==> src/rtl/kbd_fifo.sv <==
// Keyboard input stage: pad strobe/data synchronisers, strobe edge detect, and a small pop-on-read FIFO.
// Optional strobe debounce is enabled by defining KBD_FIFO_DEBOUNCE_EN.
module kbd_fifo #(
  parameter int unsigned DEPTH           = 4,
  parameter int unsigned DATA_W          = 8,
  parameter int unsigned SYNC_STAGES     = 2,
  parameter int unsigned DEBOUNCE_CYCLES = 4
) (
  input  logic                     clk,
  input  logic                     rst_n,
  input  logic [DATA_W-1:0]        pad_data,
  input  logic                     pad_strobe,
  input  logic                     rd,
  input  logic                     clr_ovf,
  output logic [DATA_W-1:0]        dout,
  output logic                     valid,
  output logic                     full,
  output logic                     overflow,
  output logic [$clog2(DEPTH):0]   count
);

  localparam int unsigned PW = $clog2(DEPTH);
  localparam int unsigned CW = PW + 1;

  logic [SYNC_STAGES-1:0]             s_chain_q;
  logic [SYNC_STAGES-1:0][DATA_W-1:0] d_chain_q;
  logic                               s_sync;
  logic [DATA_W-1:0]                  d_sync;
  logic                               push;

  assign s_sync = s_chain_q[SYNC_STAGES-1];
  assign d_sync = d_chain_q[SYNC_STAGES-1];

  // Data rides an identical-depth chain so it stays aligned with the strobe.
  always_ff @(posedge clk or negedge rst_n) begin
    if (!rst_n) begin
      s_chain_q <= '0;
      d_chain_q <= '0;
    end else begin
      s_chain_q <= {s_chain_q[SYNC_STAGES-2:0], pad_strobe};
      d_chain_q <= {d_chain_q[SYNC_STAGES-2:0], pad_data};
    end
  end

`ifdef KBD_FIFO_DEBOUNCE_EN
  localparam int unsigned      DBW    = $clog2(DEBOUNCE_CYCLES) + 1;
  localparam logic [DBW-1:0]   DB_MAX = DBW'(DEBOUNCE_CYCLES);
  localparam logic [DBW-1:0]   DB_ARM = DBW'(DEBOUNCE_CYCLES - 1);

  logic [DBW-1:0] db_cnt_q, db_cnt_d;
  logic           q_now, q_prev_q;

  always_comb begin
    db_cnt_d = '0;
    if (s_sync) db_cnt_d = (db_cnt_q == DB_MAX) ? DB_MAX : db_cnt_q + 1'b1;
  end

  // Qualifies in the cycle that completes DEBOUNCE_CYCLES consecutive highs.
  assign q_now = s_sync & (db_cnt_q >= DB_ARM);
  assign push  = q_now & ~q_prev_q;

  always_ff @(posedge clk or negedge rst_n) begin
    if (!rst_n) begin
      db_cnt_q <= '0;
      q_prev_q <= 1'b0;
    end else begin
      db_cnt_q <= db_cnt_d;
      q_prev_q <= q_now;
    end
  end
`else
  logic        s_prev_q;
  logic [31:0] unused_dbnc;

  assign unused_dbnc = 32'(DEBOUNCE_CYCLES);
  assign push        = s_sync & ~s_prev_q;

  always_ff @(posedge clk or negedge rst_n) begin
    if (!rst_n) s_prev_q <= 1'b0;
    else        s_prev_q <= s_sync;
  end
`endif

  logic [DATA_W-1:0] mem_q [DEPTH];
  logic [PW-1:0]     wr_ptr_q, wr_ptr_d, rd_ptr_q, rd_ptr_d;
  logic [CW-1:0]     count_q, count_d;
  logic              ovf_q, ovf_d;
  logic              full_c, pop, wr_en, drop;

  always_comb begin
    full_c   = (count_q == CW'(DEPTH));
    pop      = rd & (count_q != '0);
    // A pop in the same cycle frees a slot, so a push into a full FIFO still lands.
    wr_en    = push & (~full_c | pop);
    drop     = push & full_c & ~pop;
    wr_ptr_d = wr_ptr_q;
    rd_ptr_d = rd_ptr_q;
    count_d  = count_q;
    if (wr_en) wr_ptr_d = wr_ptr_q + 1'b1;
    if (pop)   rd_ptr_d = rd_ptr_q + 1'b1;
    case ({wr_en, pop})
      2'b10:   count_d = count_q + 1'b1;
      2'b01:   count_d = count_q - 1'b1;
      default: count_d = count_q;
    endcase
    if (drop)         ovf_d = 1'b1;
    else if (clr_ovf) ovf_d = 1'b0;
    else              ovf_d = ovf_q;
  end

  always_ff @(posedge clk or negedge rst_n) begin
    if (!rst_n) begin
      wr_ptr_q <= '0;
      rd_ptr_q <= '0;
      count_q  <= '0;
      ovf_q    <= 1'b0;
    end else begin
      wr_ptr_q <= wr_ptr_d;
      rd_ptr_q <= rd_ptr_d;
      count_q  <= count_d;
      ovf_q    <= ovf_d;
    end
  end

  always_ff @(posedge clk) begin
    if (wr_en) mem_q[wr_ptr_q] <= d_sync;
  end

  assign valid    = (count_q != '0);
  assign full     = full_c;
  assign overflow = ovf_q;
  assign count    = count_q;
  assign dout     = valid ? mem_q[rd_ptr_q] : '0;

endmodule

==> config.mk <==
export PLATFORM = sky130hd
export DESIGN_NAME = kbd_fifo
export DESIGN_NICKNAME = d
export VERILOG_FILES = /design/src/rtl/kbd_fifo.sv
export SDC_FILE = /design/constraint.sdc
export NUM_CORES = 1
export LEC_CHECK = 0
export ABC_AREA = 1
export BUFFER_PORTS_ARGS = -buffer_cell sky130_fd_sc_hd__buf_2
export CAP_MARGIN = 20
export CORE_ASPECT_RATIO = 0.5
export CORE_MARGIN = 8
export CORE_UTILIZATION = 54
export CTS_CLUSTER_DIAMETER = 200
export DETAILED_ROUTE_END_ITERATION = 7
export GPL_TIMING_DRIVEN = 1
export PLACE_DENSITY = 0.75
export SKIP_CTS_REPAIR_TIMING = 1
export SLEW_MARGIN = 20
export SYNTH_ARGS = -nofsm -noshare
export SYNTH_HDL_FRONTEND = slang
export SYNTH_SLANG_ARGS = --single-unit
==> constraint.sdc <==
create_clock -name clk -period 2.15 [get_ports clk]
set_input_delay 0.645 -clock clk [delete_from_list [all_inputs] [get_ports clk]]
set_output_delay 0.645 -clock clk [all_outputs]
set_load 0.05 [all_outputs]
==> metrics.csv <==
stage,metric,value,unit
grt,initial antenna violation count,0,
outcome,status,finished with violations,
grt,global-route wire length before repair,7020,um
grt,GRT overflow,0,
layout,"commonest non-fill, non-tap cells in the layout","inv_1 (47), nand2_1 (32), edfxtp_1 (32)",
grt,vias in the first global route,1547,
critical_path,critical path class,flop to output pin,
critical_path,CP peak stage delay,0.49,ns
layout,post-route cell area,3220,um^2
layout,ANT cells,0,
pwr,power density over cell area,1550,nW/um^2
detailed_routing,DRC,0,
clock_tree,Root Buffer,clkbuf_8,
critical_path,crit path cell chain,clkbuf_16 -> nand2_4 -> nand3_4 -> a21oi_4 -> buf_6,
critical_path,slowest cell on the critical path,dfrtp_2,
timing,"Setup violations, final",1,
placed_design,RD Place Congestion,0.785,
timing,skew final,0.00527,ns
yosys,Post-Synthesis Cells,211,
yosys,yosys warns,0,
critical_path,Critical R2R Launch,count[1],
yosys,sequential share of the synthesized area,69.1,%
placed_design,dpl hpwl,2870,um
grt,largest net degree at the start of global routing,28,
timing,Max Clk Rate,461,MHz
layout,FILL cells,261,
die,Die Y,62.8,um
detailed_routing,"antenna viol nets, final",0,
layout,"most common cell after layout, fill and taps aside",inv_1,
timing,post-layout minimum cycle time,2.17,ns
timing,Least-Margin Pin Slew,0.609,ns
layout,layout net count,275,
detailed_routing,via count,1572,
detailed_routing,Initial DRT Pass Iterations,4,
clock_tree,worst-skew pair later-pin latency,0.33,ns
yosys,"flops & latches, synth",59,
pwr,VDD IR max,986,uV
clock_tree,CTS tree,built,
die,die width,110,um
hold_path,hold crit path type,input port to async pin,
die,number of I/O pins,27,
detailed_routing,vias per inst,4.94,
timing,unrepaired setup endpoints after global routing,true,
layout,final core utilization,74.5,%
die,Row Count,17,
job,max-cap violation count,0,
yosys,mapped cell area,2370,um^2
placed_design,Post-DP Area,2710,um^2
layout,ratio of cells with drive above 1 in the final layout,39.8,%
die,core area,4320,um^2
grt,total track usage,13.5,%
critical_path,"CP delay by family, top",flip-flops,
detailed_routing,drt wl/cell,15.6,um
timing,setup ws final,-0.0170,ns
timing,Hold WS,0.324,ns
detailed_routing,Iteration-0 DRC Markers,75,
timing,final hold violations,0,
timing,fin. max-slew vios,0,
clock_tree,clock tree sinks,59,
critical_path,worst-path fanout max,5,
critical_path,Buf/Inv on CP,2,
clock_tree,clk slew on worst S/H paths,0.06,ns
critical_path,worst reg-to-reg path cell count,10,
die,die area,6890,um^2
clock_tree,CTS H-tree depth,3,
yosys,Netlist cell types,20,
pwr,Leak,1.49,nW
clock_tree,Clock Path Buffers,2,
detailed_routing,final WL,4970,um
timing,Slew headroom,59.4,%
layout,Layout Cells excl Fill,318,
die,Initial Util,54.9,%
critical_path,startpoint types,flop,
critical_path,CP Capture Type,output pin,
placed_design,PortBufs,26,
placed_design,placed cells,299,
outcome,failing checks,negative setup slack,
yosys,syn nets,230,
critical_path,"Arr. time, crit path",1.52,ns
timing,Final Cycle Share,101,%
timing,Fin Setup TNS,-0.0170,ns
yosys,syn_area_per_cell,11.2,um^2
critical_path,WP data required,1.50,ns
clock_tree,Inserted Clock Buffers,9,
critical_path,RR Endpoint,count[2],
critical_path,Reg2Reg Setup Slack,0.31,ns
layout,Layout area overhead,35.8,%
-- power by group --
group | total, mW | leakage [nW] | switching [mW] | internal (mW)
clock network | 1.08 | 0.107 | 0.405 | 0.678
logic | 2.43 | 0.774 | 1.56 | 0.876
registers | 1.48 | 0.606 | 0.135 | 1.35
-- cell type report --
class / count / area, um^2 / share of cell area (%)
Clock buffer: 11 / 141 / 4.40
Clock inverter: 5 / 76.3 / 2.37
Inverter: 51 / 206 / 6.42
Multi-Input combinational cell: 97 / 764 / 23.8
Sequential cell: 59 / 1640 / 51.1
Tap cell: 57 / 71.3 / 2.22
Timing Repair Buffer: 38 / 314 / 9.77
-- worst reg2reg max path, delay by kind of cell, from the launching register on --
kind                       cells  cell delay, ns
adders and majority gates      2            0.55
DFF                            1            0.45
and+or+nand+nor                7            0.66
buffers and inverters          1            0.07
-- flip-flops by register name, summed over array words and instances (netlist names) --
register,cells
mem_q,32
d_chain_q,8
d_sync,8
count,3
rd_ptr_q,2
s_chain_q,2
wr_ptr_q,2
overflow,1
s_prev_q,1
-- layer usage --
layer / GRT usage [%] / wire length, um
met1: 15.7 / 2020
met4: 6.84 / 174
met2: 20.7 / 2500
met3: 5.86 / 281
met5: 0 / 0
-- cell usage after synthesis --
library cell,count,area (um^2)
a21oi_1,7,35.0
a21oi_2,1,8.76
buf_4,1,7.51
buf_6,2,22.5
buf_8,1,15.0
dfrtp_1,27,676
edfxtp_1,32,961
fa_1,1,20.0
ha_1,5,62.6
inv_1,50,188
inv_6,1,8.76
nand2_1,48,180
nand2_2,2,12.5
nand3_1,20,100
nand3_2,1,10.0
nand4_1,1,6.26
nor2_1,6,22.5
nor3_1,1,5.00
o21ai_0,2,10.0
xnor2_1,2,17.5
-- kinds of logic after synthesis --
logic type,share of synthesized area (%)
xor gates and xnor gates,0.740
AOI/OAI and AO/OA,2.27
and+or+nand+nor,14.2
DFF,69.1
buffers and inverters,10.2
adders and majority gates,3.49
-- per-stage QoR --
step / total power, mW / setup slack (ns)
detailed placement: 3.37 / 0.0698
CTS: 4.45 / -0.129
global route: 5.23 / -0.0554
finish: 5.00 / -0.0170
floorplan: 3.00 / -0.0548
global placement: 3.32 / 0.160
-- how the worst max path moves through the flow --
stage | startpoint | slack, ns | end | cells past startpoint
5_1_grt | rd_ptr_q[0] | -0.06 | dout[0] | 5
6_report | rd_ptr_q[0] | -0.02 | dout[0] | 5
4_1_cts | rd_ptr_q[0] | -0.13 | dout[0] | 5
3_3_place_gp | rd | 0.16 | count[2] | 11
3_5_place_dp | rd | 0.07 | count[2] | 11
2_1_floorplan | count[1] | -0.05 | dout[0] | 4
(Power assumes the default switching activity.)
